==> config.mk <==
export PLATFORM = sky130hd
export DESIGN_NAME = multicycle_controller
export DESIGN_NICKNAME = d
export VERILOG_FILES = /design/src/rtl/multicycle_controller.sv
export SDC_FILE = /design/constraint.sdc
export NUM_CORES = 1
export LEC_CHECK = 0
export ABC_AREA = 1
export BUFFER_PORTS_ARGS = -buffer_cell sky130_fd_sc_hd__buf_2
export CAP_MARGIN = 15
export CORE_MARGIN = 2
export CORE_UTILIZATION = 43
export DETAILED_ROUTE_END_ITERATION = 7
export PLACE_DENSITY = 0.79
export SYNTH_ARGS = -nofsm -noshare
export SYNTH_HDL_FRONTEND = slang
export SYNTH_SLANG_ARGS = --single-unit
==> constraint.sdc <==
create_clock -name clk -period 1.3 [get_ports clk]
set_input_delay 0 -clock clk [delete_from_list [all_inputs] [get_ports clk]]
set_output_delay 0 -clock clk [all_outputs]
set_load 0.01 [all_outputs]
==> src/rtl/multicycle_controller.sv <==
// rtl/multicycle_controller.sv - multicycle MIPS-subset control FSM
module multicycle_controller (
    input  logic       clk,
    input  logic       rst_n,
    input  logic [5:0] Opcode,
    input  logic [5:0] Func,
    input  logic       Zero,
    input  logic       MemReady,
    output logic       PCWrite,
    output logic       PCWriteCond,
    output logic       IorD,
    output logic       MemRead,
    output logic       MemWrite,
    output logic       IRWrite,
    output logic       RegWrite,
    output logic       ALUSrcA,
    output logic [1:0] RegDst,
    output logic [1:0] MemtoReg,
    output logic [1:0] ALUSrcB,
    output logic [1:0] PCSrc,
    output logic [2:0] ALUCtrl,
    output logic [3:0] State,
    output logic       Done,
    output logic       Illegal
);

    typedef enum logic [3:0] {
        S_FETCH    = 4'd0,
        S_DECODE   = 4'd1,
        S_MEM_ADDR = 4'd2,
        S_MEM_RD   = 4'd3,
        S_LW_WB    = 4'd4,
        S_MEM_WR   = 4'd5,
        S_R_EXEC   = 4'd6,
        S_R_WB     = 4'd7,
        S_BRANCH   = 4'd8,
        S_I_EXEC   = 4'd9,
        S_I_WB     = 4'd10,
        S_JUMP     = 4'd11,
        S_JAL      = 4'd12,
        S_JR       = 4'd13
    } state_t;

    localparam logic [5:0] OP_RTYPE = 6'b000000;
    localparam logic [5:0] OP_LW    = 6'b100011;
    localparam logic [5:0] OP_SW    = 6'b101011;
    localparam logic [5:0] OP_BEQ   = 6'b000100;
    localparam logic [5:0] OP_ADDI  = 6'b001000;
    localparam logic [5:0] OP_SLTI  = 6'b001010;
    localparam logic [5:0] OP_J     = 6'b000010;
    localparam logic [5:0] OP_JAL   = 6'b000011;

    localparam logic [5:0] F_ADD = 6'b100000;
    localparam logic [5:0] F_SUB = 6'b100010;
    localparam logic [5:0] F_AND = 6'b100100;
    localparam logic [5:0] F_OR  = 6'b100101;
    localparam logic [5:0] F_SLT = 6'b101010;
    localparam logic [5:0] F_JR  = 6'b001000;

    localparam logic [2:0] ALU_ADD = 3'b000;
    localparam logic [2:0] ALU_SUB = 3'b001;
    localparam logic [2:0] ALU_AND = 3'b010;
    localparam logic [2:0] ALU_OR  = 3'b011;
    localparam logic [2:0] ALU_SLT = 3'b100;

    state_t     state;
    state_t     decode_next;
    logic       illegal_op;
    logic       func_ok;
    logic [2:0] func_alu;

    // Branch qualification with Zero lives in the datapath.
    logic unused_zero;
    assign unused_zero = Zero;

    always_comb begin
        func_ok  = 1'b1;
        func_alu = ALU_ADD;
        case (Func)
            F_ADD:   func_alu = ALU_ADD;
            F_SUB:   func_alu = ALU_SUB;
            F_AND:   func_alu = ALU_AND;
            F_OR:    func_alu = ALU_OR;
            F_SLT:   func_alu = ALU_SLT;
            default: func_ok  = 1'b0;
        endcase
    end

    always_comb begin
        decode_next = S_FETCH;
        illegal_op  = 1'b0;
        case (Opcode)
            OP_RTYPE: begin
                if (Func == F_JR)
                    decode_next = S_JR;
                else if (func_ok)
                    decode_next = S_R_EXEC;
                else
                    illegal_op = 1'b1;
            end
            OP_LW, OP_SW:     decode_next = S_MEM_ADDR;
            OP_BEQ:           decode_next = S_BRANCH;
            OP_ADDI, OP_SLTI: decode_next = S_I_EXEC;
            OP_J:             decode_next = S_JUMP;
            OP_JAL:           decode_next = S_JAL;
            default:          illegal_op  = 1'b1;
        endcase
    end

    // Single-cycle completion states and unused encodings fall back to FETCH.
    always_ff @(posedge clk or negedge rst_n) begin
        if (!rst_n) begin
            state <= S_FETCH;
        end else begin
            case (state)
                S_FETCH:    if (MemReady) state <= S_DECODE;
                S_DECODE:   state <= decode_next;
                S_MEM_ADDR: state <= (Opcode == OP_SW) ? S_MEM_WR : S_MEM_RD;
                S_MEM_RD:   if (MemReady) state <= S_LW_WB;
                S_MEM_WR:   if (MemReady) state <= S_FETCH;
                S_R_EXEC:   state <= S_R_WB;
                S_I_EXEC:   state <= S_I_WB;
                default:    state <= S_FETCH;
            endcase
        end
    end

    always_comb begin
        PCWrite     = 1'b0;
        PCWriteCond = 1'b0;
        IorD        = 1'b0;
        MemRead     = 1'b0;
        MemWrite    = 1'b0;
        IRWrite     = 1'b0;
        RegWrite    = 1'b0;
        ALUSrcA     = 1'b0;
        RegDst      = 2'b00;
        MemtoReg    = 2'b00;
        ALUSrcB     = 2'b00;
        PCSrc       = 2'b00;
        ALUCtrl     = ALU_ADD;
        Done        = 1'b0;
        Illegal     = 1'b0;
        case (state)
            S_FETCH: begin
                // Writes are masked while reset is held so MemReady cannot leak through.
                MemRead = 1'b1;
                ALUSrcB = 2'b01;
                IRWrite = MemReady & rst_n;
                PCWrite = MemReady & rst_n;
            end
            S_DECODE: begin
                ALUSrcB = 2'b11;
                Illegal = illegal_op & rst_n;
            end
            S_MEM_ADDR: begin
                ALUSrcA = 1'b1;
                ALUSrcB = 2'b10;
            end
            S_MEM_RD: begin
                MemRead = 1'b1;
                IorD    = 1'b1;
            end
            S_LW_WB: begin
                RegWrite = 1'b1;
                MemtoReg = 2'b01;
                Done     = 1'b1;
            end
            S_MEM_WR: begin
                MemWrite = 1'b1;
                IorD     = 1'b1;
                Done     = MemReady;
            end
            S_R_EXEC: begin
                ALUSrcA = 1'b1;
                ALUCtrl = func_alu;
            end
            S_R_WB: begin
                RegWrite = 1'b1;
                RegDst   = 2'b01;
                Done     = 1'b1;
            end
            S_BRANCH: begin
                ALUSrcA     = 1'b1;
                ALUCtrl     = ALU_SUB;
                PCWriteCond = 1'b1;
                PCSrc       = 2'b01;
                Done        = 1'b1;
            end
            S_I_EXEC: begin
                ALUSrcA = 1'b1;
                ALUSrcB = 2'b10;
                ALUCtrl = (Opcode == OP_SLTI) ? ALU_SLT : ALU_ADD;
            end
            S_I_WB: begin
                RegWrite = 1'b1;
                Done     = 1'b1;
            end
            S_JUMP: begin
                PCWrite = 1'b1;
                PCSrc   = 2'b10;
                Done    = 1'b1;
            end
            S_JAL: begin
                PCWrite  = 1'b1;
                PCSrc    = 2'b10;
                RegWrite = 1'b1;
                RegDst   = 2'b10;
                MemtoReg = 2'b10;
                Done     = 1'b1;
            end
            S_JR: begin
                PCWrite = 1'b1;
                PCSrc   = 2'b11;
                Done    = 1'b1;
            end
            default: ;
        endcase
    end

    assign State = state;

endmodule

==> results of run 1 <==
-- power groups by stage --
stage                     clock, uW  sequential [uW]  combinational, uW
final                           165              245               1190
after global routing            176              249               1310
after CTS                       171              235               1090
after detailed placement          0              236                944
after global placement            0              234                933
after floorplan                   0              242                583
-- worst max-delay path by stage --
stage / endpoint / cells past startpoint / from / slack (ns)
floorplan: Done / 6 / State[3] / 0.07
global placement: ALUCtrl[2] / 7 / State[3] / 0.01
detailed placement: ALUCtrl[2] / 7 / State[3] / 0.004
CTS: Done / 6 / State[3] / -0.18
global route: ALUCtrl[0] / 7 / State[2] / -0.31
finish: Done / 7 / State[2] / -0.22
-- metal layers --
metal | GRT usage (%) | part of all wire (%)
met1 | 27.90 | 40
met2 | 48.12 | 52
met3 | 4.082 | 7.0
met4 | 8.485 | 0.37
met5 | 0 | 0
-- logic make-up (layout without fill, tap and decap cells) --
family,after synthesis,after routing
compound gates,13,13
buf+inv,30,86
flops,4,4
simple gates,89,89
-- area by class of cell --
cell class	instances	area, sq um
well taps	16	20.02
repair buffers	53	314.1
flip-flops and latches	4	105.1
inverters	30	115.1
clock buffers	3	22.52
multi-input cells	102	570.5
fillers	131	376.6
-- layout by cell type (no fill, tap or decap) --
cell	synthesis	final
nor3_1	2	1
o21ai_0	6	5
nor2_2	7	8
inv_1	22	18
o21ai_2	0	1
nor2_4	2	8
o311ai_2	1	1
buf_2	0	39
nand3_2	1	1
nand2_2	0	2
buf_6	0	3
buf_4	0	10
o2111ai_1	2	1
a21oi_4	0	1
clkbuf_4	0	3
inv_4	0	1
inv_2	8	11
nor3_2	0	1
dfrtp_2	0	4
o21ai_1	2	2
nor2_1	24	17
a211oi_2	1	1
o2111ai_2	0	1
nand2_1	35	33
nand3_1	16	16
nand4_1	2	2
dlygate4sd3_1	0	1
-- through the flow --
step | area, sq um | util, %
2_1_floorplan | 704.4 | -
3_3_place_gp | 942.2 | 61.82
3_5_place_dp | 942.2 | 61.82
4_1_cts | 1051 | 68.97
5_1_grt | 1147 | 75.29
6_report | 1147 | 75.29
-- what timing repair did --
item | 4_1_cts | 5_1_grt
pin swaps | 6 | 9
hold endpoints to repair | 4 | 0
setup endpoints to repair | 16 | 21
buffers inserted | 7 | 3
gates resized for setup | 12 | 21
hold buffers | 1 | 0
==> summary.md, run 1 <==
| Metric | Value |
|---|---|
| Reg-to-Reg End | `State[2]` |
| Final clock period utilization by the worst path | `116.9%` |
| Synth Area in XOR/XNOR | `0%` |
| Routed WL per cell | `11.54 um` |
| Ports | `41` |
| R2r setup slk | `-0.11 ns` |
| Worst min path class | `primary input to flip-flop` |
| Pwr dens | `1395 nW/um^2` |
| VDD IR max | `733.6 uV` |
| RSZ-0062 raised after global routing | `true` |
| Yosys cell types | `17` |
| Design Power | `1601 uW` |
| First DRT Iteration DRCs | `52` |
| Share of cells above drive strength 1 | `50.00%` |
| Yosys top cell by area | `nand2_1` |
| Async SR Flop Fraction | `100.0%` |
| GRT Util Overall | `25.36%` |
| CP startpoint kind | `flip-flop` |
| Die height | `44.48 um` |
| Ant. Diodes | `0` |
| First-pass GRT wire length | `3808 um` |
| Final Hold Viols | `0` |
| Setup WS post-layout | `-0.2193 ns` |
| Primary FF master, synth | `dfrtp_1` |
| Compound-Gate Fraction of Synth Area | `12.97%` |
| Finished Layout Cells | `208` |
| Critical Path Slowest Stage Cell | `dfrtp_2` |
| Syn. warnings | `0` |
| Critical Path Sink Type | `primary output` |
| Max Buffers Root-to-Sink | `2` |
| PortBufs | `39` |
| Number of setup violations in the final report | `17` |
| Vias | `1066` |
| DRC Markers | `0` |
| Post-synth top cells | `35 x nand2_1, 24 x nor2_1, 22 x inv_1` |
| Required time of the worst setup path | `1.30 ns` |
| Mapped Area | `704.4 sq um` |
| Grt ovf | `0` |
| Fin crit period | `1.519 ns` |
| Sequential share of the synthesized area | `14.21%` |
| Worst R2R Start | `State[2]` |
| Clk pwr share | `10.3%` |
| Cell with the most instances after synthesis | `nand2_1` |
| Sw Share | `52.53%` |
| Hold path depth | `2` |
| Largest cells by area after synthesis | `nand2_1 19%, dfrtp_1 14%, nor2_1 13%, inv_1 12%, nand3_1 11%` |
| Post-Place Setup Slack | `0.004332 ns` |
| CP Buf/Inv Count | `4` |
| Lkg Pwr | `0.0006835 uW` |
| Crit-path leading delay family | `buffers and inverters` |
| Measured slew at the worst slew-check pin | `0.2851 ns` |
| Final wirelength | `2401 um` |
| Layout Skew | `0.01046 ns` |
| Via density | `5.125` |
| Max stage delay on crit path | `0.43 ns` |
| Die Wd | `44.48 um` |
| Placed wire-length estimate | `1770 um` |
| Worst path most repeated cell | `inv_2` |
| CTS tree | `built` |
| Worst path cell trace | `buf_4 > nor2_4 > inv_2 > nor2_2 > inv_2 > o2111ai_1 > buf_2` |
| Sw Pwr | `840.8 uW` |
| Internal Power | `759.7 uW` |
| Main combinational cell family by area after synthesis | `simple AND/OR/NAND/NOR gates` |
| Mux cell area share after synthesis | `0%` |
| Core area | `1524 sq um` |
| Initial Util | `46.22%` |
| Number of synthesized register bits | `4` |
| Row Count | `14` |
| CTS H-tree lvls | `1` |
| Die Area | `1978 sq um` |
| Mean Syn Cell Area | `5.180 sq um` |
| Maxcap violations | `0` |
| R2R cell count | `11` |
| Sum of negative setup slack | `-1.841 ns` |
| Number of flip-flops in the largest register | `4` |
| WHS Endpoint | `State[1]` |
| Logic pwr share | `74.4%` |
| Crit path max fanout | `4` |
| Synth Area in Adders | `0%` |
| Worst skew pair latency | `0.25 ns` |
| Synth top area share | `18.65%` |
| Failing checks | `negative setup slack` |
| Placed insts | `194` |
| Cells after Synth | `136` |
| Sequential share of power | `15.3%` |
| ANT nets after route | `0` |
| Vias in the first global route | `983` |
| First drt pass iteration count | `4` |
| Synthesized Nets | `152` |
| Pins over their slew limit | `0` |
| WP data arrival | `1.52 ns` |
| Worst Min Path Start | `MemReady` |
| Root Buffer | `clkbuf_4` |
| Clock Sink Count | `4` |
| Largest net degree at the start of global routing | `9` |
| Clock-pin slew on the worst setup and hold paths | `0.05 ns` |
| Area growth syn-to-layout | `62.88%` |
| Synth Area in Simple Gates | `56.84%` |
| Antenna violations before repair | `0` |
| Max_slew headroom | `80.89%` |
| Status | `finished with violations` |
| Num CTS Buffers | `3` |
| Hold WS | `0.03310 ns` |
| Final Net Count | `210` |
| Gp weighted congestion | `0.9025` |
| Critical path class | `flip-flop to primary output` |
| Fmax achieved | `658.2 MHz` |
| Post-synth EDFFs | `0` |
Note: power is estimated with default switching activity, not from simulation.
==> inputs of run 2 (changes only) <==
--- a/config.mk
+++ b/config.mk
@@ -6,12 +6,13 @@
 export NUM_CORES = 1
 export LEC_CHECK = 0
 export ABC_AREA = 1
-export BUFFER_PORTS_ARGS = -buffer_cell sky130_fd_sc_hd__buf_2
+export BUFFER_PORTS_ARGS = -buffer_cell sky130_fd_sc_hd__buf_4
 export CAP_MARGIN = 15
 export CORE_MARGIN = 2
 export CORE_UTILIZATION = 43
 export DETAILED_ROUTE_END_ITERATION = 7
-export PLACE_DENSITY = 0.79
+export PLACE_DENSITY = 0.87
 export SYNTH_ARGS = -nofsm -noshare
 export SYNTH_HDL_FRONTEND = slang
 export SYNTH_SLANG_ARGS = --single-unit
+export TNS_END_PERCENT = 1
==> run 2 against run 1 <==
  * The flow still finishes with violations (negative setup slack)
  * Fmax down 2.6%
  * Critical path depth up 1
  * Non-clock buffer count up 4
  * Cell count up 1.9%
  * Clock power up 4%
  * Total power up 20%
  * Combinational power up 26%
  * First-iteration DRC count down 44%
  * Clock skew down 0.010 ns
  * Wire length up 24%
  * Core utilization up 8.6 points
  * Critical endpoint is now ALUCtrl[0]
==> summary.md, run 2 (synthesis gave the netlist of run 1 again) <==
| Metric | Value |
|---|---|
| Status | `finished with violations` |
| Failing checks | `negative setup slack` |
| Clock Sink Count | `4 (unchanged)` |
| WP data arrival | `1.56 ns (+0.04 ns)` |
| Logic pwr share | `78.0% (+3.6 points)` |
| Vias | `1169 (+9.7%)` |
| GRT Util Overall | `25.75% (+0.40 points)` |
| ANT nets after route | `0 (unchanged)` |
| Sequential share of power | `13.1% (-2.2 points)` |
| R2R cell count | `9 (-2)` |
| Ports | `41 (unchanged)` |
| VDD IR max | `1069 uV (+46%)` |
| RSZ-0062 raised after global routing | `true` |
| Worst R2R Start | `State[2]` |
| Layout Skew | `0.0004561 ns (-0.01000 ns)` |
| Vias in the first global route | `957 (-2.6%)` |
| Max_slew headroom | `85.87% (+5.0 points)` |
| First drt pass iteration count | `5 (+1)` |
| Measured slew at the worst slew-check pin | `0.2112 ns (-0.07384 ns)` |
| Clk pwr share | `8.9% (-1.4 points)` |
| Number of setup violations in the final report | `20 (+3)` |
| Final clock period utilization by the worst path | `119.9% (+3.1 points)` |
| CP startpoint kind | `flip-flop` |
| Antenna violations before repair | `0 (unchanged)` |
| Required time of the worst setup path | `1.30 ns (about the same)` |
| Via density | `5.514 (+7.6%)` |
| Critical path class | `flip-flop to primary output` |
| Die Wd | `44.48 um (unchanged)` |
| Sw Share | `49.84% (-2.7 points)` |
| Die height | `44.48 um (unchanged)` |
| Internal Power | `967.2 uW (+27%)` |
| Final wirelength | `2967 um (+24%)` |
| Worst Min Path Start | `MemReady` |
| First-pass GRT wire length | `3912 um (+2.7%)` |
| Crit path max fanout | `4 (unchanged)` |
| Hold path depth | `2 (unchanged)` |
| Core area | `1524 sq um (unchanged)` |
| Largest net degree at the start of global routing | `8 (-1)` |
| Most frequent cells in the layout | `55 x buf_4, 32 x nand2_1, 17 x inv_1, 15 x nor2_1, 15 x nand3_1` |
| Num CTS Buffers | `3 (unchanged)` |
| Final Net Count | `214 (+1.9%)` |
| Fmax achieved | `641.4 MHz (-2.6%)` |
| CTS tree | `built` |
| Root Buffer | `clkbuf_4` |
| Row Count | `14 (unchanged)` |
| Initial Util | `46.22% (unchanged)` |
| CTS H-tree lvls | `1 (unchanged)` |
| Hold WS | `0.04153 ns (+0.008421 ns)` |
| PortBufs | `39 (unchanged)` |
| Fin crit period | `1.559 ns (+0.03976 ns)` |
| Final Hold Viols | `0 (unchanged)` |
| DRC Markers | `0 (unchanged)` |
| Ant. Diodes | `0 (unchanged)` |
| Routed WL per cell | `14.00 um (+21%)` |
| Maxcap violations | `0 (unchanged)` |
| Die Area | `1978 sq um (unchanged)` |
| Number of flip-flops in the largest register | `4 (unchanged)` |
| Placed wire-length estimate | `2015 um (+14%)` |
| Worst min path class | `primary input to flip-flop` |
| Critical Path Sink Type | `primary output` |
| Max Buffers Root-to-Sink | `2 (unchanged)` |
| Setup WS post-layout | `-0.2591 ns (-0.03976 ns)` |
| First DRT Iteration DRCs | `29 (-44%)` |
| Sum of negative setup slack | `-2.477 ns (-0.6351 ns)` |
| Pins over their slew limit | `0 (unchanged)` |
| Grt ovf | `0 (unchanged)` |
| Share of cells above drive strength 1 | `53.57% (+3.6 points)` |
| Gp weighted congestion | `0.8964 (-0.68%)` |
| Lkg Pwr | `0.0007167 uW (+4.9%)` |
| Area growth syn-to-layout | `81.53%` |
| Pwr dens | `1508 nW/um^2 (+8.1%)` |
| Sw Pwr | `961.1 uW (+14%)` |
| Crit path from | `State[3]` |
| Fill cells | `110 (-16%)` |
| Clock-pin slew on the worst setup and hold paths | `0.04 ns (about the same)` |
| Worst skew pair latency | `0.24 ns (about the same)` |
| Commonest non-fill, non-tap cell in the layout | `buf_4` |
run 2: worst max-delay path, stage by stage, from the launching register on:
cell,delay [ns]
dfrtp_2,0.46
nor2_2,0.11
inv_2,0.08
nor2_4,0.16
inv_2,0.07
nor2_4,0.12
nand2_2,0.09
o311ai_2,0.07
buf_4,0.16
run 2: repair_timing:
action,4_1_cts,5_1_grt
gates resized for setup,7,32
hold endpoints to repair,4,0
hold buffers,1,0
buffers inserted,2,7
pin swaps,3,10
setup endpoints to repair,15,21
run 2: power groups by stage:
stage	Clock (uW)	Sequential (uW)	Combinational, uW
2_1_floorplan	0	242	583
5_1_grt	183	256	1600
4_1_cts	163	232	1190
3_3_place_gp	0	230	1110
3_5_place_dp	0	232	1130
6_report	172	253	1500
run 2: path summary, 6_finish.rpt:
check	end	slack [ns]
setup reg to reg	State[2]	-0.10
hold / removal	State[1]	0.04
min in group asynchronous	State[1]	0.10
hold reg to reg	State[0]	0.73
setup / recovery	ALUCtrl[0]	-0.26
max in group asynchronous	State[2]	1.08
run 2: final cells by class:
type | instances | area, sq um | area share, %
flip-flops and latches | 4 | 105.1 | 8.219
repair buffers | 57 | 434.2 | 33.95
well taps | 16 | 20.02 | 1.566
inverters | 30 | 117.6 | 9.198
clock buffers | 3 | 22.52 | 1.761
multi-input cells | 102 | 579.3 | 45.30
run 2: stage by stage:
step                setup WS [ns]  total power (uW)  util, %  std cells  area [sq um]
global placement          0.04673              1340    70.69        199          1077
floorplan                 0.07472             825.1        -        136         704.4
CTS                       -0.1984              1582    74.79        205          1140
detailed placement       0.009854              1365    70.69        199          1077
global route              -0.3431              2037    83.91        212          1279
finish                    -0.2591              1928    83.91        212          1279
run 2: per-layer routing:
layer	GRT usage [%]	wire (um)	share of wire [%]
met1	27.59	1056	36
met4	7.879	136	4.6
met2	51.30	1549	52
met5	0	0	0
met3	2.449	223	7.5
